<file path="src/rtl/btb_update_ctrl.sv">
// BTB write-side controller: builds entries from branch resolutions, queues them, drains one RAM write per cycle,
// and sweeps all entries to zero after reset/flush. Define BTB_HYST_EN for 2-bit hysteresis counters.
module btb_update_ctrl #(
    parameter int unsigned FIFO_DEPTH = 4,
    parameter int unsigned IDX_W      = 7,
    parameter int unsigned TAG_W      = 3,
    parameter int unsigned ENTRY_W    = 36
) (
    input  logic               clk,
    input  logic               rst,
    input  logic               flush_req,
    input  logic               upd_valid,
    output logic               upd_ready,
    input  logic [31:0]        upd_pc,
    input  logic [31:0]        upd_target,
    input  logic               upd_taken,
    input  logic               upd_hit,
    input  logic [1:0]         upd_ctr,
    output logic               init_busy,
    output logic               ram_we,
    output logic [IDX_W-1:0]   ram_a,
    output logic [ENTRY_W-1:0] ram_d
);

    localparam int unsigned PTR_W = (FIFO_DEPTH > 1) ? $clog2(FIFO_DEPTH) : 1;
    localparam int unsigned CNT_W = PTR_W + 1;

    typedef enum logic {S_INIT, S_RUN} state_t;

    typedef struct packed {
        logic [IDX_W-1:0]   idx;
        logic [ENTRY_W-1:0] entry;
    } item_t;

    state_t             state, state_next;
    logic [IDX_W-1:0]   sweep, sweep_next;
    item_t              mem [FIFO_DEPTH];
    logic [PTR_W-1:0]   wr_ptr, wr_ptr_next, rd_ptr, rd_ptr_next;
    logic [CNT_W-1:0]   count, count_next;
    logic               ram_we_next, init_busy_next;
    logic [IDX_W-1:0]   ram_a_next;
    logic [ENTRY_W-1:0] ram_d_next;
    logic               fifo_full, accept, need_write, push, pop;
    logic [1:0]         ctr_new;
    logic [ENTRY_W-1:0] entry;
    logic [TAG_W-1:0]   tag;
    item_t              head;
    logic               unused_bits;

    assign fifo_full = (count == CNT_W'(FIFO_DEPTH));
    assign upd_ready = (state == S_RUN) && !fifo_full && !flush_req;
    assign accept    = upd_valid && upd_ready;
    assign tag       = upd_pc[IDX_W+2 +: TAG_W];
    assign head      = mem[rd_ptr];
    assign push      = accept && need_write;
    assign pop       = (state == S_RUN) && (count != '0) && !flush_req;

    // Entry construction and write filter
    always_comb begin
        ctr_new    = 2'b11;
        entry      = '0;
        need_write = upd_taken || upd_hit;
`ifdef BTB_HYST_EN
        if (upd_hit) begin
            if (upd_taken) ctr_new = (upd_ctr == 2'b11) ? 2'b11 : upd_ctr + 2'd1;
            else           ctr_new = (upd_ctr == 2'b00) ? 2'b00 : upd_ctr - 2'd1;
        end else begin
            ctr_new = 2'b10;
        end
        if (ctr_new != 2'b00) entry = {1'b1, ctr_new, tag, upd_target[31:2]};
`else
        if (upd_taken) entry = {1'b1, ctr_new, tag, upd_target[31:2]};
`endif
    end

`ifdef BTB_HYST_EN
    assign unused_bits = ^{upd_pc[31:IDX_W+TAG_W+2], upd_pc[1:0], upd_target[1:0]};
`else
    assign unused_bits = ^{upd_pc[31:IDX_W+TAG_W+2], upd_pc[1:0], upd_target[1:0], upd_ctr};
`endif

    // Next-state, FIFO bookkeeping and registered RAM port values
    always_comb begin
        state_next  = state;
        sweep_next  = sweep;
        wr_ptr_next = wr_ptr;
        rd_ptr_next = rd_ptr;
        count_next  = count;
        ram_we_next = 1'b0;
        ram_a_next  = ram_a;
        ram_d_next  = ram_d;
        if (flush_req) begin
            state_next  = S_INIT;
            sweep_next  = '0;
            wr_ptr_next = '0;
            rd_ptr_next = '0;
            count_next  = '0;
        end else begin
            case (state)
                S_INIT: begin
                    ram_we_next = 1'b1;
                    ram_a_next  = sweep;
                    ram_d_next  = '0;
                    sweep_next  = sweep + IDX_W'(1);
                    if (&sweep) state_next = S_RUN;
                end
                S_RUN: begin
                    if (pop) begin
                        ram_we_next = 1'b1;
                        ram_a_next  = head.idx;
                        ram_d_next  = head.entry;
                        rd_ptr_next = rd_ptr + PTR_W'(1);
                    end
                end
                default: state_next = S_INIT;
            endcase
            if (push) wr_ptr_next = wr_ptr + PTR_W'(1);
            case ({push, pop})
                2'b10:   count_next = count + CNT_W'(1);
                2'b01:   count_next = count - CNT_W'(1);
                default: count_next = count;
            endcase
        end
        init_busy_next = (state_next == S_INIT);
    end

    always_ff @(posedge clk) begin
        if (!rst) begin
            state     <= S_INIT;
            sweep     <= '0;
            wr_ptr    <= '0;
            rd_ptr    <= '0;
            count     <= '0;
            ram_we    <= 1'b0;
            ram_a     <= '0;
            ram_d     <= '0;
            init_busy <= 1'b1;
        end else begin
            state     <= state_next;
            sweep     <= sweep_next;
            wr_ptr    <= wr_ptr_next;
            rd_ptr    <= rd_ptr_next;
            count     <= count_next;
            ram_we    <= ram_we_next;
            ram_a     <= ram_a_next;
            ram_d     <= ram_d_next;
            init_busy <= init_busy_next;
        end
    end

    // Queue storage needs no reset; occupancy is tracked by count
    always_ff @(posedge clk) begin
        if (push) mem[wr_ptr] <= '{idx: upd_pc[IDX_W+1:2], entry: entry};
    end

endmodule

</file>
<file path="config.mk">
export PLATFORM = sky130hd
export DESIGN_NAME = btb_update_ctrl
export DESIGN_NICKNAME = d
export VERILOG_FILES = /design/src/rtl/btb_update_ctrl.sv
export SDC_FILE = /design/constraint.sdc
export NUM_CORES = 1
export LEC_CHECK = 0
export CORE_AREA = 2 2 104 157
export DETAILED_ROUTE_END_ITERATION = 8
export DIE_AREA = 0 0 106 159
export GPL_TIMING_DRIVEN = 1
export PLACE_DENSITY = 0.79
export SLEW_MARGIN = 20
export SYNTH_ARGS = -nofsm -noshare
export SYNTH_HDL_FRONTEND = slang
export SYNTH_SLANG_ARGS = --single-unit
</file>
<file path="constraint.sdc">
create_clock -name clk -period 9.2 [get_ports clk]
set_clock_uncertainty 0.2 [all_clocks]
set_input_delay 2.76 -clock clk [delete_from_list [all_inputs] [get_ports clk]]
set_output_delay 2.76 -clock clk [all_outputs]
set_load 0.05 [all_outputs]
</file>
Word-level counts from Yosys, hierarchy flattened
Memory sizes are Yosys's and may differ from the RTL's. A register that Yosys moved wholly into a read port is not among the register bits.
Index checks and enable logic that the tools add are counted.

operators by class
  reductions and logical operators = 15
  bitwise operators = 4
  add/subtract/negate cells = 5
  equal/unequal tests = 4
  mux-type cells = 15

operators with widths
  cell                   number
  $mux W36               2
  $pmux W36 S2           1
  $pmux W7 S2            1
  $add A7 B1 Y7 const B  1
  $mux W7                1
  $reduce_and A7 Y1      1
  $logic_and A1 B1 Y1    6
  $mux W1                6
  $pmux W3 S2            1
  $add A2 B1 Y2 const B  2
  $mux W2                2
  $not A1 Y1             4
  $reduce_and A2 Y1      2
  $add A3 B1 Y3 const B  1
  $eq A3 B3 Y1 const B   1
  $reduce_bool A3 Y1     1
  $sub A3 B1 Y3 const B  1
  $eq A2 B1 Y1 const B   1
  $eq A2 B2 Y1 const B   1
  $logic_not A1 Y1       2
  $ne A2 B1 Y1 const B   1
  $pmux W1 S2            1
  $reduce_bool A2 Y1     1
  $reduce_or A2 Y1       1
  $logic_or A1 B1 Y1     1

storage, ports and cells
  output and inout bits = 46
  memories = 1
  bits in writable memories = 172
  bits of input ports = 72
  flip-flop bits (word level) = 60

memories
  memory  depth  bits a word  rd ports  clocked after memory_dff  write ports  RTL line  text
  mem     4      43           1         1                         1            37        item_t mem [FIFO_DEPTH];

Logic depth before layout (Yosys ltp)
Gate-level depths: netlist of the first run.

  word-level depth = 8
  gate-level depth with buffers = 10
  depth with buffers taken out = 9

Least setup slack after synthesis of the first run
No wires, ideal clock.

  kind = input -> output
  start = input port flush_req
  end = output port upd_ready
  stages on the path = 3
  setup slack = 2.510 ns
  arrival = 3.730 ns
  cell sequence = nand2b_1 > clkbuf_1 > nor2_1

on the way
  word-level cells in the longest chain between the ends = 2

ends and longest elaborated chain
  what                 RTL line  text
  from (decl)          11        input logic flush_req,
  $logic_not A1 Y1     51        assign upd_ready = (state == S_RUN) && !fifo_full && !flush_req;
  $logic_and A1 B1 Y1  51
  to (decl)            13        output logic upd_ready,

No other way between the ends.

Worst setup path after layout of the first run
Same ends and word-level chain as after synthesis.

==> results.py, run 1 <==
metrics = {
    "cts": {
        "cts_buffers": 20,
        "cts_root_buffer": "clkbuf_16",
        "clk_path_buf_depth": 3,
        "hold_buffers": 0,
        "cts_resized": 0,
        "insertion_delay_ps": 490,
        "cts_tree": "built",
        "clk_pin_slew_ps": 60,
        "postCtsSetupBuffers": 0,
        "cts_num_sinks": 224,
        "htree_levels": 1,
    },
    "floorplanning": {
        "die_area_mm2": 0.0169,
        "boundaryPins": 118,
        "chipWidth_um": 106,
        "die_h_um": 159,
        "rows": 56,
        "initial_core_util_pct": 54.2,
        "core_mm2": 0.0155,
    },
    "timing": {
        "setup_violations": 0,
        "finalCritPeriodShare_pct": 81.7,
        "period_needed_ps": 7520,
        "rsz0062_at_grt": "false",
        "hold_viol": 0,
        "worst_slew_pin_slew_ps": 846,
        "fmax_mhz": 133,
        "relSlewSlack_pct": 43.2,
        "setup-tns-final_ps": 0,
        "timing_max_transition_violations_final": 0,
    },
    "synth": {
        "synth-xor-area-share_pct": 0.522,
        "synthAdderAreaFrac_pct": 1.13,
        "synth_flop_cell": "edfxtp_1",
        "synth-async-reset-ratio_pct": 0,
        "yosysWarnings": 0,
        "synth_edf_count": 164,
        "synth_cell_types": 40,
        "netlist_area_mm2": 0.00839,
        "synth.avg_cell_area_um2": 17.8,
        "yosys_register_bits": 224,
        "syn-num-nets": 550,
        "synth_top_family_by_area": "multiplexers",
        "synthCells": 471,
        "synth_compound_area_share_pct": 6.23,
        "muxShareOfSynthArea_pct": 11.4,
        "yosysSeqAreaShare_pct": 73.0,
        "yosys.area_share.simple_pct": 5.70,
    },
    "layout": {
        "post-route-util_pct": 65.5,
        "diodes": 0,
        "area_delta_synth_final_pct": 20.9,
        "nets": 641,
        "final_common_cell": "edfxtp_1",
        "nFillCells": 1047,
        "drive_above_1_share_pct": 15.1,
        "final_cell_mix": "edfxtp_1, clkdlybuf4s50_1, dfxtp_1",
    },
    "route": {
        "wl_mm": 16.1,
        "vias_per_cell": 5.76,
        "postRouteAntennaNets": 0,
        "dr.pass1.iters": 4,
        "drt-wirelength-per-cell_um": 20.6,
        "routed-via-count": 4490,
        "drc_errors": 0,
        "drtIter0Drc": 270,
    },
    "power": {
        "p_leak_nw": 3.17,
        "peakVddDrop_v": 0.000152,
        "p_per_area_mw_per_mm2": 194,
    },
    "worst_setup_path": {
        "cp_data_required_time_ps": 6240,
        "path_class": "in -> out",
        "cp.arrival_ps": 4560,
        "worstSetupStartpoint": "flush_req",
        "reg2reg_from": "state",
        "start_kind": "input pin",
        "critPathMaxFanout": 8,
        "cp-end-kind": "primary output",
    },
    "flow_run": {
        "max_cap_violations": 0,
    },
    "place": {
        "io_buffers": 91,
        "gp_congestion": 0.753,
        "dpl.hpwl_mm": 9.01,
    },
    "worst_hold_path": {
        "worstHoldStart": "ram_d[13]",
        "hold_class": "reg -> reg",
    },
    "global_routing": {
        "grt_pass1_vias": 4832,
        "grt_start_max_net_pins": 44,
        "grt_pass1_wl_mm": 25.0,
        "antenna_found_initial": 0,
        "track_usage_pct": 19.1,
        "grt_overflow": 0,
    },
    "outcome": {
        "outcome": "complete, no violations",
    },
}
## power breakdown
part	internal, mW	switching, mW
Sequential	1.08	0.00155
Clock	0.476	0.354
Combinational	0.0274	0.0298
## logic make-up (layout without fill, tap and decap cells)
group           count (synthesis)  in the layout
simple gates                   85             85
fa+ha+maj                       7              7
buf+inv                        35            140
compound gates                 69             69
mux                            46             46
flops                         224            224
xor+xnor                        5              5
## state kept, by name (all words and copies together) (netlist names), named ones only
signal / flops
init_busy: 1
mem: 164
sweep: 7
ram_d: 34
rd_ptr: 2
state: 1
count: 3
ram_we: 1
ram_a: 7
wr_ptr: 2
## final timing paths
kind,endpoint,slack (ps),cells after the start
setup / recovery,upd_ready,1680,4
setup reg to reg,count[2],6120,9
hold reg to reg,ram_d[13],280,1
hold / removal,ram_d[13],280,1
## metal layers
layer | up-vias | global-route usage (%) | wire (um)
met5 | - | 0 | 0
met4 | 0 | 8.97 | 588
met3 | 40 | 2.78 | 700
met2 | 134 | 34.2 | 8570
met1 | 2290 | 22.5 | 6200
li1 | 2026 | - | -
## cells in the mapped netlist, types with 2 or more instances
cell	instances	area, um^2
a211oi_1	2	15.0
a21oi_1	16	80.1
a222oi_1	2	20.0
a22o_1	34	298
a311oi_1	5	43.8
and2_1	38	238
buf_2	6	30.0
buf_4	3	22.5
buf_6	3	33.8
clkbuf_1	12	45.0
dfxtp_1	60	1200
edfxtp_1	164	4920
ha_1	6	75.1
inv_1	8	30.0
inv_2	2	7.51
mux2_2	4	45.0
mux2i_1	3	30.0
mux4_2	39	878
nand2_1	18	67.6
nand2b_1	2	12.5
nor2_1	10	37.5
nor2b_1	2	12.5
nor3_2	2	20.0
o21ai_0	7	35.0
or3_1	5	31.3
xor2_1	4	35.0
## metrics by stage
step / instances / cell area, um^2 / worst slack (ps) / power [mW] / hold slack, ps
2_1_floorplan: 471 / 8390 / 2510 / 1.13 / 253
3_3_place_gp: 742 / 9450 / 1700 / 1.16 / 255
3_5_place_dp: 742 / 9460 / 1680 / 1.16 / 265
4_1_cts: 778 / 10100 / 1680 / 1.98 / 286
5_1_grt: 779 / 10100 / 1620 / 2.02 / 297
6_report: 779 / 10100 / 1680 / 1.97 / 284
## area by class of cell
class	instances	area, um^2	area share, %
Multi-Input combinational cell	212	2110	20.8
Clock inverter	12	118	1.16
Clock buffer	24	537	5.29
Inverter	10	37.5	0.370
Timing Repair Buffer	94	953	9.40
Tap cell	203	254	2.50
Sequential cell	224	6130	60.5
## worst max-delay path: stages
cell	delay, ps
clkdlybuf4s50_1	470
nand2b_1	340
nor2_1	180
clkdlybuf4s50_1	810
Power figures use the tool's default switching activity.
==> run 2: changes to the inputs <==
--- a/config.mk
+++ b/config.mk
@@ -5,11 +5,11 @@
 export SDC_FILE = /design/constraint.sdc
 export NUM_CORES = 1
 export LEC_CHECK = 0
-export CORE_AREA = 2 2 104 157
+export CORE_AREA = 2 2 105 158
 export DETAILED_ROUTE_END_ITERATION = 8
-export DIE_AREA = 0 0 106 159
+export DIE_AREA = 0 0 107 160
 export GPL_TIMING_DRIVEN = 1
-export PLACE_DENSITY = 0.79
+export PLACE_DENSITY = 0.78
 export SLEW_MARGIN = 20
 export SYNTH_ARGS = -nofsm -noshare
 export SYNTH_HDL_FRONTEND = slang
==> constraint.sdc (replaced) <==
create_clock -name clk -period 7.85 [get_ports clk]
set_clock_uncertainty 0.2 [all_clocks]
set_input_delay 2.355 -clock clk [delete_from_list [all_inputs] [get_ports clk]]
set_output_delay 2.355 -clock clk [all_outputs]
set_load 0.05 [all_outputs]
==> results.py, run 2 (same netlist as run 1, synthesis figures left out) <==
metrics = {
    "layout": {
        "drive_above_1_share_pct": 15.5,
        "final_common_cell": "edfxtp_1",
        "final_cell_mix": "edfxtp_1, clkdlybuf4s50_1, dfxtp_1",
        "diodes": 0,
        "fin_cells": 787,
        "nFillCells": 1099,
        "largest_register_ff_count": 164,
        "post-route-util_pct": 64.3,
        "reg_top3": "mem (164), ram_d (34)",
        "design_area_mm2": 0.0102,
        "area_delta_synth_final_pct": 21.9,
        "nets": 645,
        "top_register": "mem",
    },
    "power": {
        "p_leak_nw": 3.20,
        "p_per_area_mw_per_mm2": 228,
        "p_total_mw": 2.33,
        "peakVddDrop_v": 0.000183,
    },
    "timing": {
        "relSlewSlack_pct": 41.6,
        "setup-tns-final_ps": 0,
        "rsz0062_at_grt": "false",
        "worst_slew_pin_slew_ps": 870,
        "period_needed_ps": 6700,
        "finalCritPeriodShare_pct": 85.4,
        "timing_max_transition_violations_final": 0,
        "fmax_mhz": 149,
        "hold_viol": 0,
        "holdWs_ps": 278,
        "setup_ws_ps": 1150,
        "setup_violations": 0,
    },
    "floorplanning": {
        "die_h_um": 160,
        "chipWidth_um": 107,
        "initial_core_util_pct": 52.8,
        "boundaryPins": 118,
        "core_mm2": 0.0159,
        "die_area_mm2": 0.0171,
        "rows": 57,
    },
    "cts": {
        "hold_buffers": 0,
        "cts_resized": 0,
        "postCtsSetupBuffers": 0,
        "insertion_delay_ps": 490,
        "cts_root_buffer": "clkbuf_16",
        "cts_tree": "built",
        "htree_levels": 1,
        "clk_path_buf_depth": 3,
        "cts_buffers": 21,
        "cts_num_sinks": 224,
        "clk_pin_slew_ps": 60,
    },
    "route": {
        "drc_errors": 0,
        "vias_per_cell": 5.63,
        "drtIter0Drc": 255,
        "dr.pass1.iters": 4,
        "wl_mm": 15.8,
        "routed-via-count": 4429,
        "drt-wirelength-per-cell_um": 20.0,
        "postRouteAntennaNets": 0,
    },
    "global_routing": {
        "antenna_found_initial": 0,
        "grt_pass1_wl_mm": 25.0,
        "track_usage_pct": 19.0,
        "grt_pass1_vias": 4856,
        "grt_start_max_net_pins": 44,
        "grt_overflow": 0,
    },
    "place": {
        "io_buffers": 91,
        "dpl.hpwl_mm": 9.38,
        "gp_congestion": 0.789,
        "dp_slack_ps": 1140,
        "placed_cells": 749,
        "place_area_mm2": 0.00955,
    },
    "worst_setup_path": {
        "cpMostUsedCell": "clkdlybuf4s50_1",
        "cp_data_required_time_ps": 5300,
        "path_class": "in -> out",
        "critPathMaxFanout": 8,
        "slowest_delay_ps": 810,
        "path_buf_inv": 2,
        "crit_chain": "clkdlybuf4s50_1 -> nand2b_1 -> nor2_1 -> clkdlybuf4s50_1",
        "cp-end-kind": "primary output",
        "cp_top_family": "buffers and inverters",
        "cp.arrival_ps": 4150,
        "critPathSlowestCell": "clkdlybuf4s50_1",
        "start_kind": "input pin",
    },
    "flow_run": {
        "max_cap_violations": 0,
    },
    "worst_hold_path": {
        "hold_class": "reg -> reg",
    },
    "outcome": {
        "outcome": "complete, no violations",
    },
}
-- run 2: cell types whose count changed in the layout (fill, tap and decap cells not counted), moves of 2 or more --
cell / change
and2_2: +3
clkinv_2: -4
and2_4: -3
buf_12: +3
clkbuf_1: +3
clkbuf_8: +2
-- run 2: routing by layer --
metal  part of all wire, %  wire length, um  vias to the layer above  global-route usage [%]
li1                      -                -                     2036                       -
met2                    56             8770                      114                    34.8
met4                   2.0              321                        0                    7.02
met1                    38             6010                     2253                    22.7
met5                     0                0                        -                       0
met3                   4.2              662                       26                    2.33
-- run 2: final timing paths --
| path | start | depth (start not counted) | slack (ps) | end |
|---|---|---|---|---|
| hold / removal | ram_d[14] | 1 | 280 | ram_d[14] |
| setup / recovery | flush_req | 4 | 1150 | upd_ready |
| hold reg to reg | ram_d[14] | 1 | 280 | ram_d[14] |
| setup reg to reg | state | 9 | 4840 | count[2] |
-- run 2: area by class of cell --
type / instances / area, um^2 / share of cell area (%)
inverter: 10 / 37.5 / 0.367
clock inverter: 9 / 109 / 1.06
multi-input combinational: 212 / 2110 / 20.6
clock buffer: 29 / 576 / 5.62
tap: 206 / 258 / 2.52
timing repair buffer: 97 / 1010 / 9.90
sequential: 224 / 6130 / 59.9
-- run 2: worst register-to-register path, cell delays in order (launching register included) --
cell,delay (ps)
dfxtp_1,680
nand2b_1,360
nor3_2,530
inv_1,110
ha_1,240
inv_1,80
fa_1,180
xor2_1,90
or3_1,320
a21oi_1,140
-- run 2: report_power, final --
part	switching, mW	total (mW)	internal, mW
sequential	0.00188	1.27	1.27
combinational	0.0343	0.0664	0.0321
clock	0.409	0.993	0.584
